<file path="src/rtl/sysmgr_pkg.sv">
// -----------------------------------------------------------------------------
// sysmgr_pkg
// Shared definitions for the system-manager reset sequencer:
//   - seq_state_e : sequencer state encoding (2 bits)
//   - DEF_*       : default parameter values used by the sequencer blocks
//   - lowest_set  : index of the lowest set bit of a request vector
// -----------------------------------------------------------------------------
package sysmgr_pkg;

  typedef enum logic [1:0] {
    WAIT_LOCK = 2'd0,
    STABLE    = 2'd1,
    RELEASE   = 2'd2,
    RUN       = 2'd3
  } seq_state_e;

  localparam int DEF_N_DOM       = 3;
  localparam int DEF_LOCK_STABLE = 16;
  localparam int DEF_HOLD        = 4;
  localparam int DEF_CNT_W       = 8;

  // Up to 8 domains; one extra code (8) means "no bit set".
  localparam int MAX_DOM = 8;
  localparam int STAGE_W = 4;

  // Returns the index of the lowest set bit, or MAX_DOM when v is zero.
  function automatic logic [STAGE_W-1:0] lowest_set(input logic [MAX_DOM-1:0] v);
    logic [STAGE_W-1:0] idx;
    idx = STAGE_W'(MAX_DOM);
    for (int k = MAX_DOM - 1; k >= 0; k--) begin
      if (v[k]) idx = STAGE_W'(k);
    end
    return idx;
  endfunction

endpackage

</file>
<file path="src/rtl/sysmgr_lock_filter.sv">
// -----------------------------------------------------------------------------
// sysmgr_lock_filter
// Brings the asynchronous PLL lock into the clk domain and qualifies it.
// Ports:
//   clk     in  block clock
//   rst_n   in  synchronous active-low reset
//   lock    in  asynchronous lock indication
//   lock_s  out synchronised lock (2-FF)
//   lock_ok out high in the cycle where lock_s has been high for LOCK_STABLE
//               consecutive samples (including the current one), and after
// -----------------------------------------------------------------------------
module sysmgr_lock_filter
  import sysmgr_pkg::*;
#(
  parameter int LOCK_STABLE = DEF_LOCK_STABLE
) (
  input  logic clk,
  input  logic rst_n,
  input  logic lock,
  output logic lock_s,
  output logic lock_ok
);

  logic        meta_q;
  logic        sync_q;
  logic [15:0] stable_cnt_q;

  // Synchroniser plus a run-length counter of lock_s high samples. The
  // counter saturates one below the target so lock_ok can be decoded
  // together with the current sample, letting the FSM leave STABLE on the
  // very edge that sees the LOCK_STABLE-th high sample.
  always_ff @(posedge clk) begin
    if (!rst_n) begin
      meta_q       <= 1'b0;
      sync_q       <= 1'b0;
      stable_cnt_q <= '0;
    end else begin
      meta_q <= lock;
      sync_q <= meta_q;
      if (!sync_q) begin
        stable_cnt_q <= '0;
      end else if (stable_cnt_q != 16'(LOCK_STABLE - 1)) begin
        stable_cnt_q <= stable_cnt_q + 16'd1;
      end
    end
  end

  assign lock_s  = sync_q;
  assign lock_ok = sync_q && (stable_cnt_q == 16'(LOCK_STABLE - 1));

endmodule

</file>
<file path="src/rtl/sysmgr_rst_seq.sv">
// -----------------------------------------------------------------------------
// sysmgr_rst_seq
// Lock-gated reset sequencer: waits for a debounced PLL lock, then releases
// N_DOM reset domains in index order with HOLD cycles per stage. Lock loss
// restarts the whole sequence; software requests restart from the lowest
// requested domain.
// Ports:
//   clk           in  block clock
//   rst_n         in  synchronous active-low reset
//   lock          in  asynchronous PLL lock
//   sw_rst_req    in  per-domain software reset request [N_DOM]
//   rst_out       out registered active-high domain resets [N_DOM]
//   ready         out registered, all domains released
//   lock_loss_cnt out saturating lock-loss event count [CNT_W]
// Configuration macro:
//   SYSMGR_LOCK_CNT_EN  defined: lock-loss counter present;
//                       undefined: lock_loss_cnt tied to zero.
// -----------------------------------------------------------------------------
module sysmgr_rst_seq
  import sysmgr_pkg::*;
#(
  parameter int N_DOM       = DEF_N_DOM,
  parameter int LOCK_STABLE = DEF_LOCK_STABLE,
  parameter int HOLD        = DEF_HOLD,
  parameter int CNT_W       = DEF_CNT_W
) (
  input  logic             clk,
  input  logic             rst_n,
  input  logic             lock,
  input  logic [N_DOM-1:0] sw_rst_req,
  output logic [N_DOM-1:0] rst_out,
  output logic             ready,
  output logic [CNT_W-1:0] lock_loss_cnt
);

  logic                 lock_s;
  logic                 lock_ok;
  seq_state_e           state_q, state_d;
  logic [STAGE_W-1:0]   stage_q, stage_d;
  logic [7:0]           hold_q, hold_d;
  logic [N_DOM-1:0]     rst_out_q, rst_out_d;
  logic                 ready_q, ready_d;
  logic [STAGE_W-1:0]   req_idx;

  sysmgr_lock_filter #(
    .LOCK_STABLE(LOCK_STABLE)
  ) u_lock_filter (
    .clk    (clk),
    .rst_n  (rst_n),
    .lock   (lock),
    .lock_s (lock_s),
    .lock_ok(lock_ok)
  );

  assign req_idx = lowest_set(MAX_DOM'(sw_rst_req));

  // Next-state and next-output logic. A request restarts at the lowest
  // requested stage and re-asserts every domain from there upward; in
  // RELEASE only requests below the current stage matter because the
  // others are still held. In RUN any request qualifies, since
  // req_idx < N_DOM exactly when some bit is set.
  always_comb begin
    state_d   = state_q;
    stage_d   = stage_q;
    hold_d    = hold_q;
    rst_out_d = rst_out_q;
    ready_d   = ready_q;
    unique case (state_q)
      WAIT_LOCK: begin
        rst_out_d = '1;
        ready_d   = 1'b0;
        if (lock_s) state_d = STABLE;
      end
      STABLE: begin
        if (!lock_s) begin
          state_d = WAIT_LOCK;
        end else if (lock_ok) begin
          state_d = RELEASE;
          stage_d = '0;
          hold_d  = '0;
        end
      end
      RELEASE: begin
        if (!lock_s) begin
          state_d   = WAIT_LOCK;
          rst_out_d = '1;
          ready_d   = 1'b0;
        end else if (req_idx < stage_q) begin
          stage_d = req_idx;
          hold_d  = '0;
          for (int k = 0; k < N_DOM; k++) begin
            if (k >= int'(req_idx)) rst_out_d[k] = 1'b1;
          end
        end else if (hold_q == 8'(HOLD - 1)) begin
          hold_d = '0;
          for (int k = 0; k < N_DOM; k++) begin
            if (k == int'(stage_q)) rst_out_d[k] = 1'b0;
          end
          if (stage_q == STAGE_W'(N_DOM - 1)) begin
            state_d = RUN;
            ready_d = 1'b1;
          end else begin
            stage_d = stage_q + STAGE_W'(1);
          end
        end else begin
          hold_d = hold_q + 8'd1;
        end
      end
      RUN: begin
        if (!lock_s) begin
          state_d   = WAIT_LOCK;
          rst_out_d = '1;
          ready_d   = 1'b0;
        end else if (req_idx < STAGE_W'(N_DOM)) begin
          state_d = RELEASE;
          stage_d = req_idx;
          hold_d  = '0;
          ready_d = 1'b0;
          for (int k = 0; k < N_DOM; k++) begin
            if (k >= int'(req_idx)) rst_out_d[k] = 1'b1;
          end
        end
      end
      default: begin
        state_d   = WAIT_LOCK;
        rst_out_d = '1;
        ready_d   = 1'b0;
      end
    endcase
  end

  // State, counters and registered outputs.
  always_ff @(posedge clk) begin
    if (!rst_n) begin
      state_q   <= WAIT_LOCK;
      stage_q   <= '0;
      hold_q    <= '0;
      rst_out_q <= '1;
      ready_q   <= 1'b0;
    end else begin
      state_q   <= state_d;
      stage_q   <= stage_d;
      hold_q    <= hold_d;
      rst_out_q <= rst_out_d;
      ready_q   <= ready_d;
    end
  end

  assign rst_out = rst_out_q;
  assign ready   = ready_q;

`ifdef SYSMGR_LOCK_CNT_EN
  logic             loss_evt;
  logic [CNT_W-1:0] loss_cnt_q;

  // Only losses after sequencing has started count; a drop while still
  // debouncing in STABLE is just a noisy lock, not an event.
  assign loss_evt = !lock_s && ((state_q == RELEASE) || (state_q == RUN));

  // Saturating lock-loss counter.
  always_ff @(posedge clk) begin
    if (!rst_n) begin
      loss_cnt_q <= '0;
    end else if (loss_evt && (loss_cnt_q != {CNT_W{1'b1}})) begin
      loss_cnt_q <= loss_cnt_q + CNT_W'(1);
    end
  end

  assign lock_loss_cnt = loss_cnt_q;
`else
  assign lock_loss_cnt = '0;
`endif

endmodule

</file>
<file path="config.mk">
export PLATFORM = sky130hd
export DESIGN_NAME = sysmgr_rst_seq
export DESIGN_NICKNAME = d
export VERILOG_FILES = /design/src/rtl/sysmgr_pkg.sv /design/src/rtl/sysmgr_lock_filter.sv /design/src/rtl/sysmgr_rst_seq.sv
export SDC_FILE = /design/constraint.sdc
export NUM_CORES = 1
export LEC_CHECK = 0
export ABC_AREA = 1
export CAP_MARGIN = 20
export CORE_MARGIN = 10
export CORE_UTILIZATION = 62
export CTS_CLUSTER_SIZE = 10
export DETAILED_ROUTE_END_ITERATION = 10
export PLACE_DENSITY = 0.82
export SKIP_LAST_GASP = 1
export SYNTH_ARGS = -nofsm -noshare
export SYNTH_HDL_FRONTEND = slang
export SYNTH_HIERARCHICAL = 1
export SYNTH_SLANG_ARGS = --single-unit
</file>
<file path="constraint.sdc">
create_clock -name clk -period 4.3 [get_ports clk]
set_clock_uncertainty 0.15 [all_clocks]
set_input_delay 1.29 -clock clk [delete_from_list [all_inputs] [get_ports clk]]
set_output_delay 1.29 -clock clk [all_outputs]
set_load 0.02 [all_outputs]
</file>
==> metrics.log <==
INFO  metric outcome = completed
INFO  metric clk-insertion-delay-late = 0.36 ns
INFO  metric path_common_cell = nand2_1
INFO  metric clock_tree_from_tritoncts = done
INFO  metric post_synth_instance_area = 0.00225 mm2
INFO  metric syn-instance-count = 343
INFO  metric drt-vias-per-instance = 5.07
INFO  metric irDropWorstVdd = 205 uV
INFO  metric h-tree-depth = 2
INFO  metric nNetsFinal = 369
INFO  metric setup.worst_path.start_class = primary input
INFO  metric start_util = 0.659
INFO  metric yosys_warnings = 6
INFO  metric power.leakage = 1.05 nW
INFO  metric cts_inserted_buffers = 5
INFO  metric via_count = 2032
INFO  metric wl_per_cell = 11.4 um
INFO  metric globalRouteOverflowTotal = 0
INFO  metric cts_resized = 0
INFO  metric regToRegEndpoint = hold_q[4]
INFO  metric die_y = 80.3 um
INFO  metric clock-root-buffer = clkbuf_4
INFO  metric synthDistinctLibCells = 33
INFO  metric timing.hold.worst_endpoint = u_lock_filter/lock_s
INFO  metric numPortBuffers = 9
INFO  metric crit_buf_inv = 3
INFO  metric period_needed = 3.49 ns
INFO  metric path_cells = clkdlybuf4s50_1, nor2_1, nand2_1, inv_1, ha_1, inv_1, nor2_1, nand2_1, nand2_1, nand3_1, nand2_1, nand2_2, nor3b_2
INFO  metric critical_path_class = primary input to register
INFO  metric grt_first_pass_wirelength = 8140 um
INFO  metric worst_path_largest_cell_delay = 0.51 ns
INFO  metric power_per_cell_area = 253 mW/mm2
INFO  metric crit-reg2reg-launch = u_lock_filter/stable_cnt_q[0]
INFO  metric drive_gt1_frac = 0.0761
INFO  metric worstHoldPathCells = 2
INFO  metric fmax = 286 MHz
INFO  metric cts_post_setup_buffers_inserted = 0
INFO  metric critPathMaxFanout = 13
INFO  metric antenna-diode-count = 0
INFO  metric tightest_slew = 0.554 ns
INFO  metric reg2reg_slack = 2.06 ns
INFO  metric cts.sink_count = 36
INFO  metric fin_crit_sh = 0.813
INFO  metric final_setup_violations = 0
INFO  metric report.final.slew_viol_count = 0
INFO  metric hold_path_startpoint = u_lock_filter/meta_q
INFO  metric cts_buffer_depth = 2
INFO  metric grt_max_degree = 15
INFO  metric drv_cap = 0
INFO  metric setup-tns-final = 0 ns
INFO  metric rsz0062_at_grt = no
INFO  metric cp_top_family = simple AND/OR/NAND/NOR gates
INFO  metric worst_path_cell_with_the_longest_stage_delay = clkdlybuf4s50_1
INFO  metric globalRouteTotalUtil = 0.155
INFO  metric chipWidth = 80.3 um
INFO  metric ctsHoldBuffers = 0
INFO  metric dp.final_hpwl = 3540 um
INFO  metric cp_data_arrival_time = 3.62 ns
INFO  metric coreArea = 0.00342 mm2
INFO  metric reg2reg_depth = 11
INFO  metric via_count_of_the_first_global_routing_pass = 1963
INFO  metric rows = 21
INFO  metric gp_routability_congestion = 0.920
INFO  metric ys_seq_elements = 36
INFO  metric post_synth.cell_area_avg = 6.56 um2
INFO  metric die_area = 0.00644 mm2
INFO  metric critPathRequiredTime = 4.43 ns
INFO  metric worst_setup_path_end_kind = register
INFO  metric drt_drc_violations_left = 0
INFO  metric io-pin-count = 18
INFO  metric finalHoldWorstSlack = 0.277 ns
INFO  metric worstHoldPathType = register to register
INFO  metric final_antenna_net_count = 0
INFO  metric detailedRoute.firstIterationViolations = 143
INFO  metric worst_setup_hold_path_clk_slew = 0.10 ns
INFO  metric total_length_of_routed_wires = 4580 um
INFO  metric pre_antenna_drt_iters = 4
INFO  metric fraction_of_the_yosys_area_taken_by_sequential_cells = 0.320
INFO  metric timing.slew.headroom = 0.630
INFO  metric timing.final.hold_violations = 0
INFO  metric antenna_found_initial = 0
INFO  metric area.growth.synth_to_final = 6.34%
[worst reg2reg max path: stages, from the launching register on]
cell and delay, ns:
dfxtp_1 0.40, ha_1 0.22, nand3_1 0.13, nor2_1 0.17, nand4_1 0.12, nor2_1 0.16, or2_4 0.16, nand2_4 0.06
nor2_8 0.19, nand3_2 0.12, o211ai_1 0.20, nor2_1 0.06
[placed cells by master, fill, tap and decap left out, types with 5 or more instances in the layout]
cell type        instances
nand2_1                 81
clkdlybuf4s50_1          9
dfxtp_1                 36
inv_1                   40
nor2_1                  61
conb_1                   8
a21oi_1                 16
nor2_4                   5
clkbuf_4                 5
nand3_1                 42
ha_1                     8
[worst max-delay path by stage]
stage	from	end	slack, ns	cells after the start
floorplan	sw_rst_req[1]	stage_q[3]	1.51	14
global placement	sw_rst_req[0]	hold_q[7]	0.65	13
detailed placement	sw_rst_req[0]	hold_q[7]	0.51	13
CTS	sw_rst_req[0]	hold_q[7]	0.86	13
global route	sw_rst_req[0]	hold_q[7]	0.65	13
finish	sw_rst_req[0]	hold_q[7]	0.81	13
[synth_stat cells]
cell | number | area, um2
or2_4 | 1 | 8.76
nor3_1 | 4 | 20.0
nand3_2 | 2 | 20.0
nor2_8 | 1 | 20.0
clkinv_1 | 2 | 7.51
inv_2 | 1 | 3.75
nand2_1 | 81 | 304
a21oi_1 | 16 | 80.1
nor2_4 | 5 | 56.3
nand3_1 | 42 | 210
nand4_1 | 3 | 18.8
or2_1 | 1 | 6.26
o21ai_0 | 4 | 20.0
ha_1 | 8 | 100
nand3_4 | 1 | 17.5
nand3b_1 | 1 | 7.51
buf_2 | 2 | 10.0
nor2_1 | 61 | 229
a21o_1 | 1 | 7.51
o211ai_1 | 1 | 7.51
nor3_2 | 1 | 10.0
conb_1 | 1 | 3.75
inv_1 | 40 | 150
nor3b_2 | 1 | 12.5
inv_4 | 1 | 6.26
xor2_1 | 3 | 26.3
o21ai_1 | 2 | 10.0
xnor2_1 | 4 | 35.0
nand2_4 | 1 | 11.3
nand2_2 | 4 | 25.0
buf_4 | 9 | 67.6
dfxtp_1 | 36 | 721
a21oi_2 | 2 | 17.5
[kinds of logic (layout without fill, tap and decap cells)]
family	count (synthesis)	after routing	share of synthesized area
DFF	36	36	0.320
AOI/OAI and AO/OA	26	26	0.0634
adders and majority gates	8	8	0.0445
other	1	8	0.00167
xor gates and xnor gates	7	7	0.0272
buffers and inverters	55	60	0.109
and+or+nand+nor	210	210	0.434
[routing by layer]
metal  GRT usage  routed length, um  vias to the layer above
li1            -                  -                     1086
met1       0.175               2090                      891
met2       0.258               2160                       44
met3      0.0423                233                       11
met4      0.0863                 98                        0
met5           0                  0                        -
[flip-flops by register name, summed over array words and instances (netlist names)]
signal	cells
u_lock_filter/meta_q	1
state_q	2
stage_q	4
u_lock_filter/lock_s	1
u_lock_filter/stable_cnt_q	16
ready	1
rst_out	3
hold_q	8
[stage by stage]
| step | instance area, um2 | util | std cells | setup slack, ns | power (mW) |
|---|---|---|---|---|---|
| final | 2390 | 0.701 | 401 | 0.806 | 0.606 |
| after global routing | 2390 | 0.701 | 401 | 0.649 | 0.636 |
| after CTS | 2390 | 0.701 | 401 | 0.865 | 0.612 |
| after detailed placement | 2350 | 0.687 | 394 | 0.510 | 0.440 |
| after global placement | 2350 | 0.687 | 394 | 0.649 | 0.438 |
| after floorplan | 2280 | - | 350 | 1.51 | 0.423 |
[where the power goes]
group | internal [mW] | switching, mW
clock network | 0.0602 | 0.112
registers | 0.341 | 0.00852
logic | 0.0295 | 0.0546
total | 0.430 | 0.175
[cell type report]
cell class / count / area [um2]
Clock inverter: 1 / 5.00
Clock buffer: 6 / 41.3
Timing Repair Buffer: 9 / 90.1
Fill cell: 311 / 1020
Tap cell: 46 / 57.6
Inverter: 44 / 168
Multi-Input combinational cell: 259 / 1310
Sequential cell: 36 / 721
No activity file was read; power rests on OpenSTA's default activity.
